--- src/rtl/flap_debouncer_if.sv ---
// Button-side bundle for flap_debouncer.
// master drives the raw button; slave returns the debounced results.
interface flap_debouncer_if;
    logic       btn_raw;
    logic       btn_level;
    logic       flap_pulse;
    logic [7:0] press_count;

    modport master (
        output btn_raw,
        input  btn_level,
        input  flap_pulse,
        input  press_count
    );

    modport slave (
        input  btn_raw,
        output btn_level,
        output flap_pulse,
        output press_count
    );
endinterface

--- src/rtl/flap_debouncer.sv ---
// Push-button debouncer producing a one-cycle flap strobe and press count.
// Define FLAP_AUTO_REPEAT_EN to add periodic re-flaps while the button is held.
module flap_debouncer #(
    parameter int DEBOUNCE_CYCLES = 1000000,
    parameter int REPEAT_CYCLES   = 15000000
) (
    input  logic            clk,
    input  logic            reset,
    flap_debouncer_if.slave bus
);

    localparam int CW = $clog2(DEBOUNCE_CYCLES) + 1;
    localparam int TV = (DEBOUNCE_CYCLES >= 2) ? DEBOUNCE_CYCLES - 2 : 0;
    localparam logic [CW-1:0] TERM = CW'(TV);

    typedef enum logic [1:0] {
        IDLE,
        PRESS_CHK,
        HELD,
        RELEASE_CHK
    } state_t;

    state_t          state_q;
    logic [CW-1:0]   cnt_q;
    logic            meta_q;
    logic            sync_q;
    logic            level_q;
    logic            pulse_q;
    logic [7:0]      count_q;

`ifdef FLAP_AUTO_REPEAT_EN
    localparam int RW = $clog2(REPEAT_CYCLES) + 1;
    localparam int RV = (REPEAT_CYCLES >= 1) ? REPEAT_CYCLES - 1 : 0;
    localparam logic [RW-1:0] RTERM = RW'(RV);
    logic [RW-1:0]   rep_q;
`endif

    // Two-flop synchronizer; the only consumer of the raw button.
    always_ff @(posedge clk or posedge reset) begin
        if (reset) begin
            meta_q <= 1'b0;
            sync_q <= 1'b0;
        end else begin
            meta_q <= bus.btn_raw;
            sync_q <= meta_q;
        end
    end

    // Debounce FSM; the count check sees the value about to be reached,
    // so a level held DEBOUNCE_CYCLES samples is accepted on that sample.
    always_ff @(posedge clk or posedge reset) begin
        if (reset) begin
            state_q <= IDLE;
            cnt_q   <= '0;
            level_q <= 1'b0;
            pulse_q <= 1'b0;
            count_q <= 8'd0;
`ifdef FLAP_AUTO_REPEAT_EN
            rep_q   <= '0;
`endif
        end else begin
            pulse_q <= 1'b0;
            unique case (state_q)
                IDLE: begin
                    if (sync_q) begin
                        state_q <= PRESS_CHK;
                        cnt_q   <= '0;
                    end
                end
                PRESS_CHK: begin
                    if (!sync_q) begin
                        state_q <= IDLE;
                    end else if (cnt_q == TERM) begin
                        state_q <= HELD;
                        level_q <= 1'b1;
                        pulse_q <= 1'b1;
                        count_q <= count_q + 8'd1;
`ifdef FLAP_AUTO_REPEAT_EN
                        rep_q   <= '0;
`endif
                    end else begin
                        cnt_q <= cnt_q + 1'b1;
                    end
                end
                HELD: begin
                    if (!sync_q) begin
                        state_q <= RELEASE_CHK;
                        cnt_q   <= '0;
                    end
`ifdef FLAP_AUTO_REPEAT_EN
                    else if (rep_q == RTERM) begin
                        rep_q   <= '0;
                        pulse_q <= 1'b1;
                        count_q <= count_q + 8'd1;
                    end else begin
                        rep_q <= rep_q + 1'b1;
                    end
`endif
                end
                RELEASE_CHK: begin
                    if (sync_q) begin
                        state_q <= HELD;
                    end else if (cnt_q == TERM) begin
                        state_q <= IDLE;
                        level_q <= 1'b0;
                    end else begin
                        cnt_q <= cnt_q + 1'b1;
                    end
                end
                default: state_q <= IDLE;
            endcase
        end
    end

    assign bus.btn_level   = level_q;
    assign bus.flap_pulse  = pulse_q;
    assign bus.press_count = count_q;

endmodule

--- src/flat_wrapper.sv ---
// flat-port wrapper written by rule: the top's interface ports become plain ports
module flap_debouncer_flat 
#(
    parameter int DEBOUNCE_CYCLES = 1000000,
    parameter int REPEAT_CYCLES   = 15000000
)
  (clk, reset, bus_btn_raw, bus_btn_level, bus_flap_pulse, bus_press_count);
  flap_debouncer_if bus_i ();
  input  logic clk;
  input  logic reset;
  input wire logic [$bits(bus_i.btn_raw)-1:0] bus_btn_raw;
  output wire logic [$bits(bus_i.btn_level)-1:0] bus_btn_level;
  output wire logic [$bits(bus_i.flap_pulse)-1:0] bus_flap_pulse;
  output wire logic [$bits(bus_i.press_count)-1:0] bus_press_count;
  assign bus_i.btn_raw = bus_btn_raw;
  assign bus_btn_level = bus_i.btn_level;
  assign bus_flap_pulse = bus_i.flap_pulse;
  assign bus_press_count = bus_i.press_count;
  flap_debouncer #(.DEBOUNCE_CYCLES(DEBOUNCE_CYCLES), .REPEAT_CYCLES(REPEAT_CYCLES)) u_core (.clk(clk), .reset(reset), .bus(bus_i));
endmodule
--- config.mk ---
export PLATFORM = sky130hd
export DESIGN_NAME = flap_debouncer_flat
export DESIGN_NICKNAME = d
export VERILOG_FILES = /design/src/rtl/flap_debouncer_if.sv /design/src/rtl/flap_debouncer.sv /design/src/flat_wrapper.sv
export SDC_FILE = /design/constraint.sdc
export NUM_CORES = 1
export LEC_CHECK = 0
export BUFFER_PORTS_ARGS = -buffer_cell sky130_fd_sc_hd__buf_4
export CAP_MARGIN = 20
export CORE_MARGIN = 2
export CORE_UTILIZATION = 30
export CTS_BUF_LIST = sky130_fd_sc_hd__clkbuf_16
export DETAILED_ROUTE_END_ITERATION = 10
export MAX_ROUTING_LAYER = met4
export PLACE_DENSITY = 0.55
export REMOVE_ABC_BUFFERS = 1
export SYNTH_ARGS = -nofsm -noshare
export SYNTH_HDL_FRONTEND = slang
export SYNTH_SLANG_ARGS = --single-unit
--- constraint.sdc ---
create_clock -name clk -period 2.4 [get_ports clk]
set_input_delay 0.48 -clock clk [delete_from_list [all_inputs] [get_ports clk]]
set_output_delay 0.48 -clock clk [all_outputs]
set_load 0.03 [all_outputs]
==> flow_summary.json, run 1 <==
{
  "hold_end": "u_core.meta_q$_DFF_PP0_",
  "placed_area_mm2": 0.00225,
  "area_delta_synth_final_pct": 17.0,
  "cts_setup_buffers": 0,
  "post-place-ws_ps": 267,
  "hp-class": "in -> reg",
  "final_layout_size_suffix_gt1_share_pct": 19.9,
  "ys_seq_area_share_pct": 41.8,
  "synth_flop_cell": "dfrtp_1",
  "totalWireLength_mm": 4.85,
  "ff2ff_path_depth": 5,
  "fin_cells": 306,
  "path_class": "reg -> reg",
  "dieHeight_um": 87.6,
  "synth_area_mm2": 0.00209,
  "root_buffer": "clkbuf_16",
  "cts_buffers": 5,
  "synth_cell_types": 56,
  "finalCritPeriodShare_pct": 87.6,
  "io_pins": 13,
  "diodes": 0,
  "overflow": 0,
  "synth_seq_cells": 35,
  "fin_nets": 231,
  "end_kind": "flop",
  "drt_iter0_drc": 90,
  "grt_max_degree": 36,
  "ys_warn_count": 0,
  "setup_viol_count_final": 0,
  "fin_skew_ps": 2.64,
  "antenna_found_initial": 0,
  "crit_slowest_cell": "or4_1",
  "htree_levels": 2,
  "gp_congestion": 0.833,
  "cp_cell_sequence": "ha_1 > nand4_1 > or4_1 > or4_4 > o211ai_2",
  "final_util_pct": 36.3,
  "holdBufCountCts": 0,
  "path_clk_slew_ps": 60,
  "grt_pass1_wl_mm": 8.03,
  "worstPathArrival_ps": 2300,
  "cts.sinks": 35,
  "slew_headroom_pct": 58.0,
  "drc": 0,
  "portBuffers": 12,
  "drv_cap": 0,
  "crit_buf_inv": 0,
  "p_leak_uw": 0.00114,
  "hp-start": "bus_btn_raw",
  "peakVddDrop_v": 0.000259,
  "ant_nets": 0,
  "dp_cells": 298,
  "routed_via_density": 5.45,
  "grt_usage_pct": 14.0,
  "die_area_mm2": 0.00767,
  "min_delay_path_depth": 1,
  "synth_edf_count": 0,
  "fp.coreArea_mm2": 0.00676,
  "timing.rr.end": "u_core.cnt_q[20]$_DFFE_PP0P_",
  "cts_resized": 0,
  "rsz0062_at_grt": "no",
  "max_freq_mhz": 476,
  "async_flop_share_pct": 100,
  "timing.rr.start": "u_core.cnt_q[1]$_DFFE_PP0P_",
  "rows": 30,
  "die_w_um": 87.6,
  "crit_required_ps": 2600,
  "wl_per_cell_um": 15.9,
  "first_pass_iters": 4,
  "drv_slew": 0,
  "worst_skew_pair.late_latency_ps": 280,
  "r2r_setup_slack_ps": 300,
  "vias": 1667,
  "crit_path_start_kind": "flop",
  "synthCells": 209,
  "min_period_ps": 2100,
  "hold_violations": 0,
  "first_global_vias": 1529,
  "fin_ws_ps": 298,
  "critical_path.max_stage_delay_ps": 510,
  "outcome": "complete, no violations",
  "synth.avg_cell_area_um2": 10.0,
  "cts_tree": "done",
  "path_max_fanout": 9,
  "dp_hpwl_mm": 3.21,
  "cp_top_family": "simple AND/OR/NAND/NOR gates",
  "start_util_pct": 31.0,
  "power_density_mw_per_mm2": 653,
  "power.total_uw": 1600,
  "cts_buffer_depth": 2,
  "worst_slew_pin_slew_ps": 625,
  "stdcell_area_mm2": 0.00245
}
cell type report:
cell class | instances | area [um2]
Fill cell | 697 | 4310
Multi-Input combinational cell | 153 | 1080
Sequential cell | 35 | 876
Timing Repair Buffer | 24 | 180
Clock buffer | 5 | 125
Tap cell | 80 | 100
Clock inverter | 3 | 63.8
Inverter | 6 | 22.5
cell usage in the layout (no fill, tap or decap), drive strengths merged, types with 4 or more instances in the layout:
master,instances
a31oi,5
and2,7
buf,24
clkbuf,5
dfrtp,35
inv,7
mux2i,6
nand2,19
nand3,10
nand4,13
nor2,8
nor3,5
nor4,7
o21ai,6
o2bb2ai,4
o31ai,6
o41ai,4
or4,4
xor2,8
Yosys cell counts, types with 3 or more instances:
cell type  count  area, um2
inv_1          6       22.5
nand4_1       11       68.8
o31ai_1        6       45.0
a31oi_1        5       31.3
o21ai_0        5       25.0
or3_1          3       18.8
buf_2          3       15.0
xor2_1         8       70.1
nor4_1         7       43.8
buf_6          3       33.8
clkbuf_8       3       41.3
nand3_1       10       50.1
nor2_1         8       30.0
and2_1         7       43.8
dfrtp_1       35        876
ha_1           3       37.5
o41ai_1        4       35.0
mux2_2         3       33.8
mux2i_1        6       60.1
clkbuf_1       3       11.3
o2bb2ai_1      4       35.0
nor3_1         5       25.0
nand2_1       19       71.3
cell families after synthesis:
logic type,count (synthesis),synth area share (%)
AOI/OAI and AO/OA,44,16.4
xor gates and xnor gates,9,3.76
adders and majority gates,3,1.79
buffers and inverters,21,6.81
DFF,35,41.8
muxes,9,4.48
and+or+nand+nor,88,24.9
sequential cells by signal, indices dropped and copies added, names as in the netlist, named ones only:
signal and count:
u_core.bus.btn_level 1, u_core.meta_q 1, u_core.bus.flap_pulse 1, u_core.sync_q 1, u_core.cnt_q 21, u_core.bus.press_count 8, u_core.state_q 1
layer usage:
layer / track usage (%) / routed length (um) / up-vias
li1: - / - / 831
met5: - / 0 / -
met2: 20.5 / 2260 / 24
met4: 3.08 / 33 / 0
met1: 19.1 / 2420 / 807
met3: 4.24 / 145 / 5
how the worst max path moves through the flow:
stage,startpoint,end,slack [ps],cells after the start
after CTS,u_core.cnt_q[0]$_DFFE_PP0P_,u_core.cnt_q[0]$_DFFE_PP0P_,220,7
after floorplan,u_core.state_q[0]$_DFFE_PP0P_,u_core.cnt_q[1]$_DFFE_PP0P_,-10,4
after detailed placement,u_core.cnt_q[0]$_DFFE_PP0P_,u_core.cnt_q[0]$_DFFE_PP0P_,270,7
after global routing,u_core.cnt_q[1]$_DFFE_PP0P_,u_core.cnt_q[20]$_DFFE_PP0P_,130,5
final,u_core.cnt_q[1]$_DFFE_PP0P_,u_core.cnt_q[20]$_DFFE_PP0P_,300,5
after global placement,u_core.cnt_q[0]$_DFFE_PP0P_,u_core.cnt_q[1]$_DFFE_PP0P_,330,6
worst reg2reg max path, cell delays in order (launching register included):
cell	delay, ps
dfrtp_1	400
ha_1	380
nand4_1	140
or4_1	510
or4_4	450
o211ai_2	150
stage by stage:
| stage | hold slack (ps) | setup TNS (ps) |
|---|---|---|
| 6_report | 307 | 0 |
| 5_1_grt | 297 | 0 |
| 2_1_floorplan | 331 | -11.5 |
| 3_3_place_gp | 332 | 0 |
| 3_5_place_dp | 336 | 0 |
| 4_1_cts | 305 | 0 |
power breakdown:
group / switching (uW) / internal, uW / leakage, uW
Combinational: 68.2 / 45.9 / 0.000564
Clock: 246 / 591 / 0.0000952
Sequential: 37.3 / 611 / 0.000479
(Power assumes the default switching activity.)
==> run 2: changes to the inputs <==
REMOVE_ABC_BUFFERS = not set   (was 1)
==> flow_summary.json, run 2 (same netlist as run 1, synthesis figures left out) <==
{
  "path_max_fanout": 9,
  "routed_via_density": 5.47,
  "root_buffer": "clkbuf_16",
  "post-place-ws_ps": 293,
  "cts_tree": "done",
  "fin_skew_ps": 3.94,
  "largest_reg_flops": 21,
  "dp_hpwl_mm": 3.15,
  "area_delta_synth_final_pct": 14.4,
  "drv_slew": 0,
  "syn_nets": 215,
  "dieHeight_um": 87.6,
  "grt_max_degree": 36,
  "cts_buffer_depth": 2,
  "drt_iter0_drc": 96,
  "cts_buffers": 5,
  "layout_commonest_cell": "dfrtp_1",
  "drv_cap": 0,
  "rsz0062_at_grt": "no",
  "p_leak_uw": 0.00111,
  "gp_congestion": 0.815,
  "rows": 30,
  "start_util_pct": 31.0,
  "max_freq_mhz": 472,
  "min_period_ps": 2120,
  "worstPathArrival_ps": 2320,
  "first_global_vias": 1546,
  "vias": 1675,
  "crit_path_start_kind": "flop",
  "die_area_mm2": 0.00767,
  "final_cell_mix": "35 x dfrtp_1, 25 x buf_4, 19 x nand2_1",
  "htree_levels": 2,
  "worst_slew_pin_slew_ps": 616,
  "path_clk_slew_ps": 60,
  "hp-class": "in -> async",
  "wl_per_cell_um": 15.4,
  "slew_headroom_pct": 58.4,
  "antenna_found_initial": 0,
  "drc": 0,
  "timing.hold.ws_ps": 304,
  "crit_required_ps": 2600,
  "fin_ws_ps": 282,
  "hold_violations": 0,
  "nFillCells": 687,
  "final_layout_size_suffix_gt1_share_pct": 19.5,
  "fp.coreArea_mm2": 0.00676,
  "end_kind": "flop",
  "setup_viol_count_final": 0,
  "multi_input_area_mm2": 0.00108,
  "grt_usage_pct": 13.9,
  "first_pass_iters": 4,
  "io_pins": 13,
  "cts_setup_buffers": 0,
  "holdBufCountCts": 0,
  "grt_pass1_wl_mm": 8.03,
  "outcome": "complete, no violations",
  "totalWireLength_mm": 4.72,
  "power_density_mw_per_mm2": 572,
  "largest-register": "u_core.cnt_q",
  "peakVddDrop_v": 0.000226,
  "cts.sinks": 35,
  "area.sequential_um2": 876,
  "worst_skew_pair.late_latency_ps": 280,
  "fin_setup_tns_ps": 0,
  "overflow": 0,
  "ant_nets": 0,
  "path_class": "reg -> reg",
  "die_w_um": 87.6,
  "fin_nets": 232,
  "portBuffers": 12,
  "cts_resized": 0,
  "finalCritPeriodShare_pct": 88.3,
  "diodes": 0
}
[run 2: area by class of cell]
| type | instances | area share (%) |
|---|---|---|
| clock buffer | 5 | 5.22 |
| multi-input combinational | 153 | 44.9 |
| timing repair buffer | 25 | 7.83 |
| sequential | 35 | 36.6 |
| clock inverter | 2 | 0.366 |
| tap | 80 | 4.18 |
| inverter | 6 | 0.940 |
[run 2: worst max-delay path, stage by stage (launching register included)]
cell and delay (ps):
dfrtp_1 400, ha_1 380, nand4_1 120, or4_1 540, or4_4 460, o211ai_2 140
[run 2: routing by layer]
| metal | wire length (um) | share of wire (%) | global-route usage, % |
|---|---|---|---|
| met3 | 158 | 3.3 | 3.11 |
| met2 | 2100 | 44 | 19.7 |
| met4 | 55 | 1.2 | 5.45 |
| met5 | 0 | 0 | - |
| met1 | 2410 | 51 | 19.2 |
[run 2: final timing paths]
path | from | to | slack, ps | depth (start not counted)
min in group clk | bus_btn_raw | u_core.meta_q$_DFF_PP0_ | 310 | 1
max reg2reg | u_core.cnt_q[1]$_DFFE_PP0P_ | u_core.cnt_q[20]$_DFFE_PP0P_ | 280 | 5
max | u_core.cnt_q[1]$_DFFE_PP0P_ | u_core.cnt_q[20]$_DFFE_PP0P_ | 280 | 5
max in group asynchronous | reset | u_core.cnt_q[18]$_DFFE_PP0P_ | 1750 | 3
min | reset | u_core.cnt_q[15]$_DFFE_PP0P_ | 300 | 3
min reg2reg | u_core.meta_q$_DFF_PP0_ | u_core.sync_q$_DFF_PP0_ | 350 | 0
[run 2: metrics by stage]
stage / instance area [um2] / instances / power (uW) / util [%]
final: 2400 / 306 / 1370 / 35.5
after global routing: 2400 / 306 / 1430 / 35.5
after CTS: 2400 / 306 / 1390 / 35.5
after detailed placement: 2260 / 299 / 770 / 33.5
after global placement: 2260 / 299 / 768 / 33.5
after floorplan: 2090 / 209 / 754 / -
[run 2: report_power, final]
group,leakage [uW],switching [uW],total [uW],internal (uW)
logic,0.000566,65.2,111,46.0
clock network,0.0000671,241,613,373
registers,0.000479,35.4,647,612
total,0.00111,341,1370,1030
==> run 3: changes to the inputs <==
PLACE_DENSITY = 0.57   (was 0.55)
clock period = 1.7 ns   (was 2.4 ns; I/O delays follow)
==> flow_summary.json, run 3 (same netlist as run 1, synthesis figures left out) <==
{
  "path_clk_slew_ps": 60,
  "wl_per_cell_um": 15.3,
  "finalCritPeriodShare_pct": 106,
  "vias": 1905,
  "fp.coreArea_mm2": 0.00676,
  "fin_ws_ps": -98.2,
  "fin_skew_ps": 7.41,
  "fin_nets": 281,
  "crit_slowest_cell": "or4_2",
  "dp_cells": 338,
  "holdBufCountCts": 0,
  "end_kind": "flop",
  "dp_hpwl_mm": 3.74,
  "overflow": 0,
  "power_density_mw_per_mm2": 737,
  "drc": 0,
  "p_leak_uw": 0.00147,
  "cts.sinks": 35,
  "outcome": "complete, but fails checks",
  "crit_path_start_kind": "flop",
  "worst_skew_pair.late_latency_ps": 280,
  "cts_buffers": 5,
  "io_pins": 13,
  "min_period_ps": 1800,
  "critical_path.max_stage_delay_ps": 760,
  "fin_cells": 356,
  "p_comb_share_pct": 12.8,
  "area_delta_synth_final_pct": 45.3,
  "dieHeight_um": 87.6,
  "timing.hold.ws_ps": 161,
  "power.internal_uw": 1700,
  "worst_slew_pin_slew_ps": 447,
  "swShare_pct": 24.1,
  "grt_usage_pct": 15.4,
  "gp_congestion": 0.819,
  "die_w_um": 87.6,
  "setup_viol_count_final": 12,
  "portBuffers": 12,
  "syn_nets": 215,
  "worstPathArrival_ps": 1950,
  "peakVddDrop_v": 0.000553,
  "diodes": 0,
  "rows": 30,
  "routed_via_density": 5.35,
  "crit_required_ps": 1850,
  "root_buffer": "clkbuf_16",
  "hold_violations": 0,
  "ant_nets": 0,
  "cts_tree": "done",
  "cp_cell_sequence": "nand4_4 > or4_2 > o41ai_1",
  "antenna_found_initial": 0,
  "drv_slew": 0,
  "grt_pass1_wl_mm": 8.99,
  "totalWireLength_mm": 5.46,
  "final_layout_size_suffix_gt1_share_pct": 46.0,
  "final_util_pct": 45.1,
  "slew_headroom_pct": 70.2,
  "pwr-share-seq_pct": 40.6,
  "htree_levels": 2,
  "p_clk_share_pct": 46.6,
  "first_global_vias": 1826,
  "largest-register": "u_core.cnt_q",
  "max_freq_mhz": 556,
  "final_cell_mix": "69 x buf_4, 32 x dfrtp_1, 18 x nand2_1",
  "largest_reg_flops": 21,
  "rsz0062_at_grt": "yes",
  "first_pass_iters": 4,
  "hp-class": "in -> reg",
  "die_area_mm2": 0.00767,
  "nFillCells": 628,
  "path_max_fanout": 5,
  "power_switching_uw": 540,
  "drt_iter0_drc": 160,
  "drv_cap": 0,
  "path_class": "reg -> reg",
  "violations": "negative setup slack",
  "start_util_pct": 31.0,
  "layout_commonest_cell": "buf_4",
  "cts_buffer_depth": 2,
  "grt_max_degree": 36
}
## run 3: cell count changes in the layout (fill, tap and decap cells not counted), sizes merged
cell,delta
clkinvlp,+1
inv,-1
bufinv,+1
buf,+49
## run 3: final timing paths
kind	depth (start not counted)	from	endpoint	slack [ps]
setup / recovery	3	u_core.cnt_q[2]$_DFFE_PP0P_	u_core.cnt_q[13]$_DFFE_PP0P_	-100
hold / removal	1	bus_btn_raw	u_core.meta_q$_DFF_PP0_	160
setup reg to reg	3	u_core.cnt_q[2]$_DFFE_PP0P_	u_core.cnt_q[13]$_DFFE_PP0P_	-100
hold reg to reg	0	u_core.meta_q$_DFF_PP0_	u_core.sync_q$_DFF_PP0_	350
max in group asynchronous	3	reset	u_core.cnt_q[0]$_DFFE_PP0P_	1190
min in group asynchronous	3	reset	u_core.cnt_q[5]$_DFFE_PP0P_	170
## run 3: layout make-up
type	instances	area, um2	area share, %
multi-input combinational	153	1290	42.5
clock buffer	5	125	4.11
tap	80	100	3.29
inverter	6	26.3	0.863
clock inverter	3	43.8	1.44
timing repair buffer	74	574	18.9
sequential	35	880	28.9
## run 3: critical path, delay by kind of cell (launching register included)
family	cells	cell delay, ps
and+or+nand+nor	2	910
AOI/OAI and AO/OA	1	330
DFF	1	430
## run 3: layer usage
metal  global-route usage, %  part of all wire (%)  up-vias
li1                        -                     -      933
met1                    21.5                    46      922
met2                    22.3                    47       38
met3                    2.36                   3.8       12
met4                    6.29                   2.7        0
met5                       -                     0        -
## run 3: stage by stage
stage / setup TNS (ps) / setup WS [ps] / total power, uW / cell area [um2]
6_report: -482 / -98.2 / 2240 / 3040
5_1_grt: -2580 / -160 / 2350 / 3040
4_1_cts: -1130 / -111 / 2230 / 2830
3_5_place_dp: -1340 / -172 / 1160 / 2590
3_3_place_gp: -1120 / -143 / 1160 / 2590
2_1_floorplan: -1120 / -175 / 1080 / 2130
## run 3: power groups by stage
| stage | clock [uW] | sequential (uW) | combinational (uW) |
|---|---|---|---|
| finish | 1040 | 911 | 287 |
| CTS | 1070 | 905 | 257 |
| detailed placement | 0 | 915 | 246 |
| floorplan | 0 | 894 | 183 |
| global placement | 0 | 911 | 245 |
| global route | 1110 | 914 | 318 |
## run 3: repair_timing
action	4_1_cts	5_1_grt
endpoints found under the setup margin	27	31
pin swaps	6	11
setup buffers	0	10
resized for setup	13	32
hold endpoints to repair	0	0
